$ cat config.mk
export PLATFORM = sky130hd
export DESIGN_NAME = axil_reg_if_arb
export DESIGN_NICKNAME = d
export VERILOG_FILES = /design/src/rtl/axil_reg_if_arb.sv
export SDC_FILE = /design/constraint.sdc
export NUM_CORES = 1
export LEC_CHECK = 0
export BUFFER_PORTS_ARGS = -buffer_cell sky130_fd_sc_hd__buf_2
export CAP_MARGIN = 20
export CORE_ASPECT_RATIO = 1.5
export CORE_MARGIN = 3
export CORE_UTILIZATION = 40
export DETAILED_ROUTE_END_ITERATION = 6
export HOLD_SLACK_MARGIN = 0.15
export PLACE_DENSITY = 0.79
export SLEW_MARGIN = 20
export SYNTH_ARGS = -nofsm -noshare
export SYNTH_HDL_FRONTEND = slang
export SYNTH_SLANG_ARGS = --single-unit
$ cat constraint.sdc
create_clock -name clk -period 2.2 [get_ports clk]
set_input_delay 0.11 -clock clk [delete_from_list [all_inputs] [get_ports clk]]
set_output_delay 0.11 -clock clk [all_outputs]
set_load 0.01 [all_outputs]
$ cat src/rtl/axil_reg_if_arb.sv
// rtl/axil_reg_if_arb.sv - round-robin arbiter merging rd/wr register requests onto one register port
module axil_reg_if_arb #(
   parameter int DATA_WIDTH = 32,
   parameter int ADDR_WIDTH = 32,
   parameter int STRB_WIDTH = DATA_WIDTH / 8,
   parameter int TIMEOUT    = 4
) (
   input  logic                  clk,
   input  logic                  rst,
   input  logic [ADDR_WIDTH-1:0] s_reg_rd_addr,
   input  logic                  s_reg_rd_en,
   output logic [DATA_WIDTH-1:0] s_reg_rd_data,
   output logic                  s_reg_rd_wait,
   output logic                  s_reg_rd_ack,
   input  logic [ADDR_WIDTH-1:0] s_reg_wr_addr,
   input  logic [DATA_WIDTH-1:0] s_reg_wr_data,
   input  logic [STRB_WIDTH-1:0] s_reg_wr_strb,
   input  logic                  s_reg_wr_en,
   output logic                  s_reg_wr_wait,
   output logic                  s_reg_wr_ack,
   output logic [ADDR_WIDTH-1:0] m_reg_addr,
   output logic [DATA_WIDTH-1:0] m_reg_wr_data,
   output logic [STRB_WIDTH-1:0] m_reg_wr_strb,
   output logic                  m_reg_wr_en,
   output logic                  m_reg_rd_en,
   input  logic [DATA_WIDTH-1:0] m_reg_rd_data,
   input  logic                  m_reg_wait,
   input  logic                  m_reg_ack
);

   typedef enum logic [1:0] {
      ST_IDLE = 2'd0,
      ST_RD   = 2'd1,
      ST_WR   = 2'd2
   } state_t;

   localparam logic GNT_RD = 1'b0;
   localparam logic GNT_WR = 1'b1;

   localparam int             CNT_W    = (TIMEOUT > 2) ? $clog2(TIMEOUT) : 1;
   localparam logic [CNT_W-1:0] CNT_INIT = CNT_W'(TIMEOUT - 1);

   state_t                state_q, state_d;
   logic                  last_grant_q, last_grant_d;
   logic [CNT_W-1:0]      cnt_q, cnt_d;
   logic [ADDR_WIDTH-1:0] addr_q, addr_d;
   logic [DATA_WIDTH-1:0] wr_data_q, wr_data_d;
   logic [STRB_WIDTH-1:0] wr_strb_q, wr_strb_d;

   logic req_en;
   logic cnt_zero;
   logic done;
   logic forced;

   always_ff @(posedge clk or posedge rst) begin
      if (rst) begin
         state_q      <= ST_IDLE;
         last_grant_q <= GNT_WR;
         cnt_q        <= CNT_INIT;
         addr_q       <= '0;
         wr_data_q    <= '0;
         wr_strb_q    <= '0;
      end else begin
         state_q      <= state_d;
         last_grant_q <= last_grant_d;
         cnt_q        <= cnt_d;
         addr_q       <= addr_d;
         wr_data_q    <= wr_data_d;
         wr_strb_q    <= wr_strb_d;
      end
   end

   // A completion only counts while the granted requester still holds its en.
   always_comb begin
      req_en   = (state_q == ST_RD) ? s_reg_rd_en : s_reg_wr_en;
      cnt_zero = (cnt_q == '0);
      forced   = cnt_zero && !m_reg_ack;
      done     = (state_q != ST_IDLE) && req_en && (m_reg_ack || cnt_zero);
   end

   always_comb begin
      state_d      = state_q;
      last_grant_d = last_grant_q;
      cnt_d        = cnt_q;
      addr_d       = addr_q;
      wr_data_d    = wr_data_q;
      wr_strb_d    = wr_strb_q;
      case (state_q)
         ST_IDLE: begin
            if (s_reg_rd_en && (!s_reg_wr_en || last_grant_q == GNT_WR)) begin
               state_d      = ST_RD;
               last_grant_d = GNT_RD;
               cnt_d        = CNT_INIT;
               addr_d       = s_reg_rd_addr;
            end else if (s_reg_wr_en) begin
               state_d      = ST_WR;
               last_grant_d = GNT_WR;
               cnt_d        = CNT_INIT;
               addr_d       = s_reg_wr_addr;
               wr_data_d    = s_reg_wr_data;
               wr_strb_d    = s_reg_wr_strb;
            end
         end
         ST_RD, ST_WR: begin
            // Abort and completion both release the port; no decrement past zero since zero completes.
            if (!req_en || done) begin
               state_d = ST_IDLE;
            end else if (!m_reg_wait) begin
               cnt_d = cnt_q - CNT_W'(1);
            end
         end
         default: state_d = ST_IDLE;
      endcase
   end

   assign m_reg_rd_en   = (state_q == ST_RD);
   assign m_reg_wr_en   = (state_q == ST_WR);
   assign m_reg_addr    = addr_q;
   assign m_reg_wr_data = wr_data_q;
   assign m_reg_wr_strb = wr_strb_q;

   assign s_reg_rd_wait = (state_q == ST_RD) ? m_reg_wait : 1'b1;
   assign s_reg_wr_wait = (state_q == ST_WR) ? m_reg_wait : 1'b1;
   assign s_reg_rd_ack  = (state_q == ST_RD) && done;
   assign s_reg_wr_ack  = (state_q == ST_WR) && done;
   assign s_reg_rd_data = ((state_q == ST_RD) && !forced) ? m_reg_rd_data : '0;

endmodule

# Word level (Yosys, flattened, before mapping)
# Index checks and enable logic that the tools add are counted.
word_totals:
  reg_bits: 73
  latch_bits: 0
  ramBits: 0
  rom_bits: 0
  inputBits: 138
  elab_cells: 55
  n_memories: 0
classes:
  n_addsub: 1
  n_mul: 0
  n_div: 0
  n_lt_le_gt_ge: 0
  n_eq_ne: 6
  shift: 0
  n_mux: 17
  n_bitwise: 1
  reduce_logical: 24
ops:
  columns: ["cell", "count"]
  rows:
  - ["32-bit 2-to-1 mux", 3]
  - ["2-bit 2-to-1 mux", 7]
  - ["2-bit one-hot mux with 2 select lines", 2]
  - ["1-bit logical AND", 7]
  - ["2-bit inequality test (second input constant)", 3]
  - ["2-bit nonzero test", 3]
  - ["1-bit 2-to-1 mux", 5]
  - ["1-bit zero test", 4]
  - ["2-bit zero test", 2]
  - ["2-bit AND reduction", 2]
  - ["4-bit AND reduction", 1]
  - ["1-bit logical OR", 3]
  - ["3-bit inequality test (second input constant)", 1]
  - ["3-bit AND reduction", 1]
  - ["2-bit by 1-bit equality test with 1-bit output (second input constant)", 1]
  - ["2-bit equality test (second input constant)", 1]
  - ["2-bit OR reduction", 1]
  - ["2-bit by 1-bit subtractor with 2-bit output (second input constant)", 1]
  - ["1-bit inverter", 1]

# Depth between registers and ports, before layout
depth:
  ltp_word: 7
  mapped_depth: 7
  ltp_nobuf: 6

# Least setup slack after synthesis
# OpenSTA, ideal clock, no wires.
synth_path:
  path_type: "flip-flop to flip-flop"
  start: "reg state_q[1]"
  end: "reg state_q[0]"
  setup_ns: 0.127
  arrival_ns: 1.580
  t_required_ns: 2.073
  slack_ns: 0.494
  path_stages_with_launch: 7
  n_path_buf: 0
  path_cell_list: "dfrtp_1 -> inv_1 -> ha_1 -> mux2_4 -> and3_4 -> or2_4 -> mux2i_1"
synth_via:
  elab_chain_len: 7
synth_lines:
  columns: ["item", "line_no", "source"]
  rows:
  - ["from (decl)", "43", "state_t state_q, state_d;"]
  - ["from (signal assigned)", "64", "state_q <= state_d;"]
  - ["2-bit by 1-bit equality test with 1-bit output (*)", null, null]
  - ["named net m_reg_rd_en", "25", "output logic m_reg_rd_en,"]
  - ["1-bit 2-to-1 mux", "75", "req_en = (state_q == ST_RD) ? s_reg_rd_en : s_reg_wr_en;"]
  - ["1-bit logical AND (2 in series)", "78", "done = (state_q != ST_IDLE) && req_en && (m_reg_ack || cnt_zero);"]
  - ["1-bit logical OR", "106", "if (!req_en || done) begin"]
  - ["2-bit inequality test (no source line)", null, null]
  - ["2-bit AND reduction (no source line)", null, null]
# Mark *: on every way through the listed nets, which the timed path passes. The rest lies on a longest branch.
# A chain may end at the register's enable or synchronous reset.

# Final worst setup path
layout_path:
  start: "in s_reg_rd_en"
  end: "reg addr_q[6] (netlist: m_reg_addr[6])"
layout_via:
  elab_chain_len: 3
layout_lines:
  columns: ["item", "line_no", "source"]
  rows:
  - ["from (decl)", "11", "input logic s_reg_rd_en,"]
  - ["1-bit logical AND (*)", "90", "if (s_reg_rd_en && (!s_reg_wr_en || last_grant_q == GNT_WR)) begin"]
  - ["2-bit nonzero test (no source line)", null, null]
  - ["2-bit AND reduction (no source line)", null, null]
  - ["to (signal assigned)", "67", "addr_q <= addr_d;"]
  - ["to (decl)", "46", "logic [ADDR_WIDTH-1:0] addr_q, addr_d;"]
# Mark *: on every way between the ends. The rest lies on a longest branch, timed or not.

==> summary.md <==
- 25.8% — global-route usage over all layers
- 0.05 ns — clock-pin slew on the worst setup and hold paths
- 16.4 microns — WL per Instance
- 7.09% — Synth Area in Compound Gates
- 100% — post-synthesis async set-or-reset flop share
- 120 microns — floorplan die height
- 53 — largest net degree at the start of global routing
- 91.4% — share of the cycle needed by the critical path after routing
- 2.20 ns — arrival time at the worst endpoint
- 0 — final count of negative-setup-slack endpoints
- 3440 sq um — area of the mapped netlist
- 22.1% — share of cell area taken by muxes after synthesis
- 3 — number of H-tree levels
- 0 — number of max-slew violations in the final report
- buf_2 (243), dlygate4sd3_1 (104), dfrtp_1 (70), nand2_1 (36), mux2_2 (36) — commonest non-fill, non-tap cells in the layout
- 41.9% — initial standard-cell utilization of the core
- 0 — Hold Violations, Final
- 244 — Top-Level Pins
- 3679 — count of vias placed by the detailed router
- 53.2% — sequential share of the synthesized area
- no — RSZ-0062 raised after global routing
- clkbuf_16 — root buffer cell
- 9 — CTS buffer count
- 73 — flops & latches, synth
- 0 — antenna viol nets, final
- 11.5 sq um — synthesized area divided by synthesized cell count
- 0 — max cap viols
- 12.3% — simple-gate share of the synthesized area
- 298 — Gate Count Post-Synth
- 0 — Remaining DRCs
- 4760 sq um — post-placement cell area
- 0.32 ns — clock insertion delay at the later pin of the skew report
- input pin to flip-flop — type of the setup path with the least slack
- 243 — port bufs
- 0 ns — Sum Neg Setup Slack
- 3961 — vias in the first global route
- 0.358 ns — worst slack, placed
- 0% — fraction of synthesized cell area in xor and xnor cells
- 67.0% — worst-case headroom to the max-slew limit
- 4.85 — via density per instance
- 7800 microns — post-detailed-placement half-perimeter wirelength
- 0 — number of enable-type register cells in the synthesized netlist
- 8210 sq um — core box area
- m_reg_addr[6] — reg-to-reg endpoint
- m_reg_addr[6] — Hold Crit Endpoint
- 5 — Reg2Reg Depth
- dfrtp_1 — top flip-flop cell by instance count after synthesis
- 440 — number of nets produced by synthesis
- 19100 microns — first-pass GRT wire length
- last_grant_q — source of the worst register-to-register timing path
- 73 — number of clock sinks
- 81.7 microns — horizontal die dimension
- 3.22 nW — cell leakage power
- 4 — number of cells on the worst hold path
- 9770 sq um — area enclosed by the die boundary
- 0.00870 ns — setup clock skew after layout
- 0 — global route total overflow
- 103 — First DRT Iteration DRCs
- 4 — DRT Pass-1 Iters
- 12400 microns — Routed WL
- 0.190 ns — post-route worst setup slack
- 1180 nW/um^2 — Power Density
- 0.27 ns — R2R Setup Slk
- 497 MHz — Max Fclk
- 786 — number of nets at the end of the flow
- input pin to flip-flop — worst min-delay path category
- 827 uV — peak ir drop on the vdd network
- 551 — FILL cells
- 2.01 ns — shortest period the worst path allows
- 0.784 — RePlAce Congestion
- 40 — Core Rows
- 1.45% — Synth Area in Adders
- 2 — clock buffer depth
- 2 — number of antenna violations at the first check in global routing
- input pin — critical path launch point type
- 48.1% — fraction of final layout cells with drive strength greater than 1
- 33 — Max Fanout on Critical Path
- 0 — number of warning messages in the yosys log
- finished clean — status
- 35 — count of distinct cell types in the synthesized netlist
- flip-flop — type of destination of the critical path
- 76.8% — signed area change from the synthesized netlist to the final layout
- buf_2 — most common library cell in the layout ignoring fill and taps
- 2.39 ns — required time reported for the critical path endpoint
- yes — clock tree from TritonCTS
- multiplexers — dominant combinational cell family by area after synthesis
- s_reg_wr_en — Hold Crit Start
- 0.494 ns — Worst Max-Slew Pin Slew
- 6080 sq um — final design instance area without fill
-- cells in the mapped netlist (2+ instances only) --
library cell  instances  share of area (%)
a21oi_1               2               0.29
and2_1               32                5.8
buf_2                 3               0.44
buf_4                 4               0.87
buf_6                 2               0.65
clkbuf_1              9               0.98
dfrtp_1              70                 51
dfstp_2               3                2.3
ha_1                  4                1.5
inv_1                 7               0.76
mux2_2               36                 12
mux2i_1              34                9.9
nand2_1              36                3.9
nand2b_1              2               0.36
nor2_1                3               0.33
o21ai_0               4               0.58
o21ai_1              29                4.2
-- metrics by stage --
step / utilization [%] / instances / hold WS (ns) / power (mW)
6_report: 74.1 / 758 / 0.305 / 7.20
2_1_floorplan: - / 298 / 0.261 / 4.32
4_1_cts: 74.0 / 754 / 0.295 / 7.17
3_5_place_dp: 58.0 / 634 / 0.162 / 5.64
5_1_grt: 74.1 / 756 / 0.326 / 7.71
3_3_place_gp: 58.0 / 634 / 0.155 / 5.50
-- worst max path at each step --
stage                     start          endpoint  slack, ns
global placement     state_q[0]          cnt_q[0]       0.47
detailed placement   state_q[0]          cnt_q[0]       0.36
floorplan                   rst     m_reg_addr[0]       0.24
CTS                 s_reg_rd_en    m_reg_addr[17]       0.13
finish              s_reg_rd_en     m_reg_addr[6]       0.19
global route         state_q[1]  s_reg_rd_data[8]       0.05
-- registers in the layout, summed over array words and instances (netlist names) --
name,cells
m_reg_addr,32
m_reg_wr_data,32
m_reg_wr_strb,4
cnt_q,2
state_q,2
last_grant_q,1
-- worst max-delay path, cell delays in order --
cell	delay (ns)
dlygate4sd3_1	0.53
buf_2	0.19
o21ai_4	0.08
buf_6	0.36
mux2i_1	0.27
dlygate4sd3_1	0.58
o21ai_1	0.05
-- layout make-up --
| type | instances | area (sq um) | share of cell area [%] |
|---|---|---|---|
| sequential | 73 | 1830 | 30.1 |
| antenna | 4 | 10.0 | 0.165 |
| timing repair buffer | 353 | 2330 | 38.3 |
| tap | 105 | 131 | 2.16 |
| inverter | 8 | 30.0 | 0.494 |
| clock buffer | 10 | 229 | 3.76 |
| multi-input combinational | 199 | 1490 | 24.4 |
| clock inverter | 6 | 36.3 | 0.596 |
-- cell families after synthesis --
family	Yosys count
AOI/OAI and AO/OA	43
adders and majority gates	4
buffers and inverters	26
DFF	73
muxes	71
and+or+nand+nor	81
-- timing repair --
item | 4_1_cts | 5_1_grt
buffers inserted | 0 | 0
endpoints found under the setup margin | 0 | 13
hold buffers | 104 | 0
hold endpoints to repair | 92 | 0
resized for setup | 0 | 1
-- per-layer routing --
metal | part of all wire, % | track usage (%) | wire length [microns] | vias up
met5 | 0 | 0 | 0 | -
met4 | 6.3 | 18.9 | 779 | 0
met3 | 7.0 | 4.80 | 864 | 46
met2 | 56 | 47.3 | 6900 | 190
met1 | 31 | 24.3 | 3860 | 1741
li1 | - | - | - | 1702
-- power breakdown --
| group | leakage, nW | switching [mW] | total, mW | internal (mW) |
|---|---|---|---|---|
| registers | 0.872 | 0.373 | 2.42 | 2.05 |
| clock network | 0.132 | 0.531 | 1.29 | 0.756 |
| logic | 2.21 | 1.79 | 3.50 | 1.71 |
| total | 3.22 | 2.69 | 7.20 | 4.51 |
Note: power is estimated with default switching activity, not from simulation.
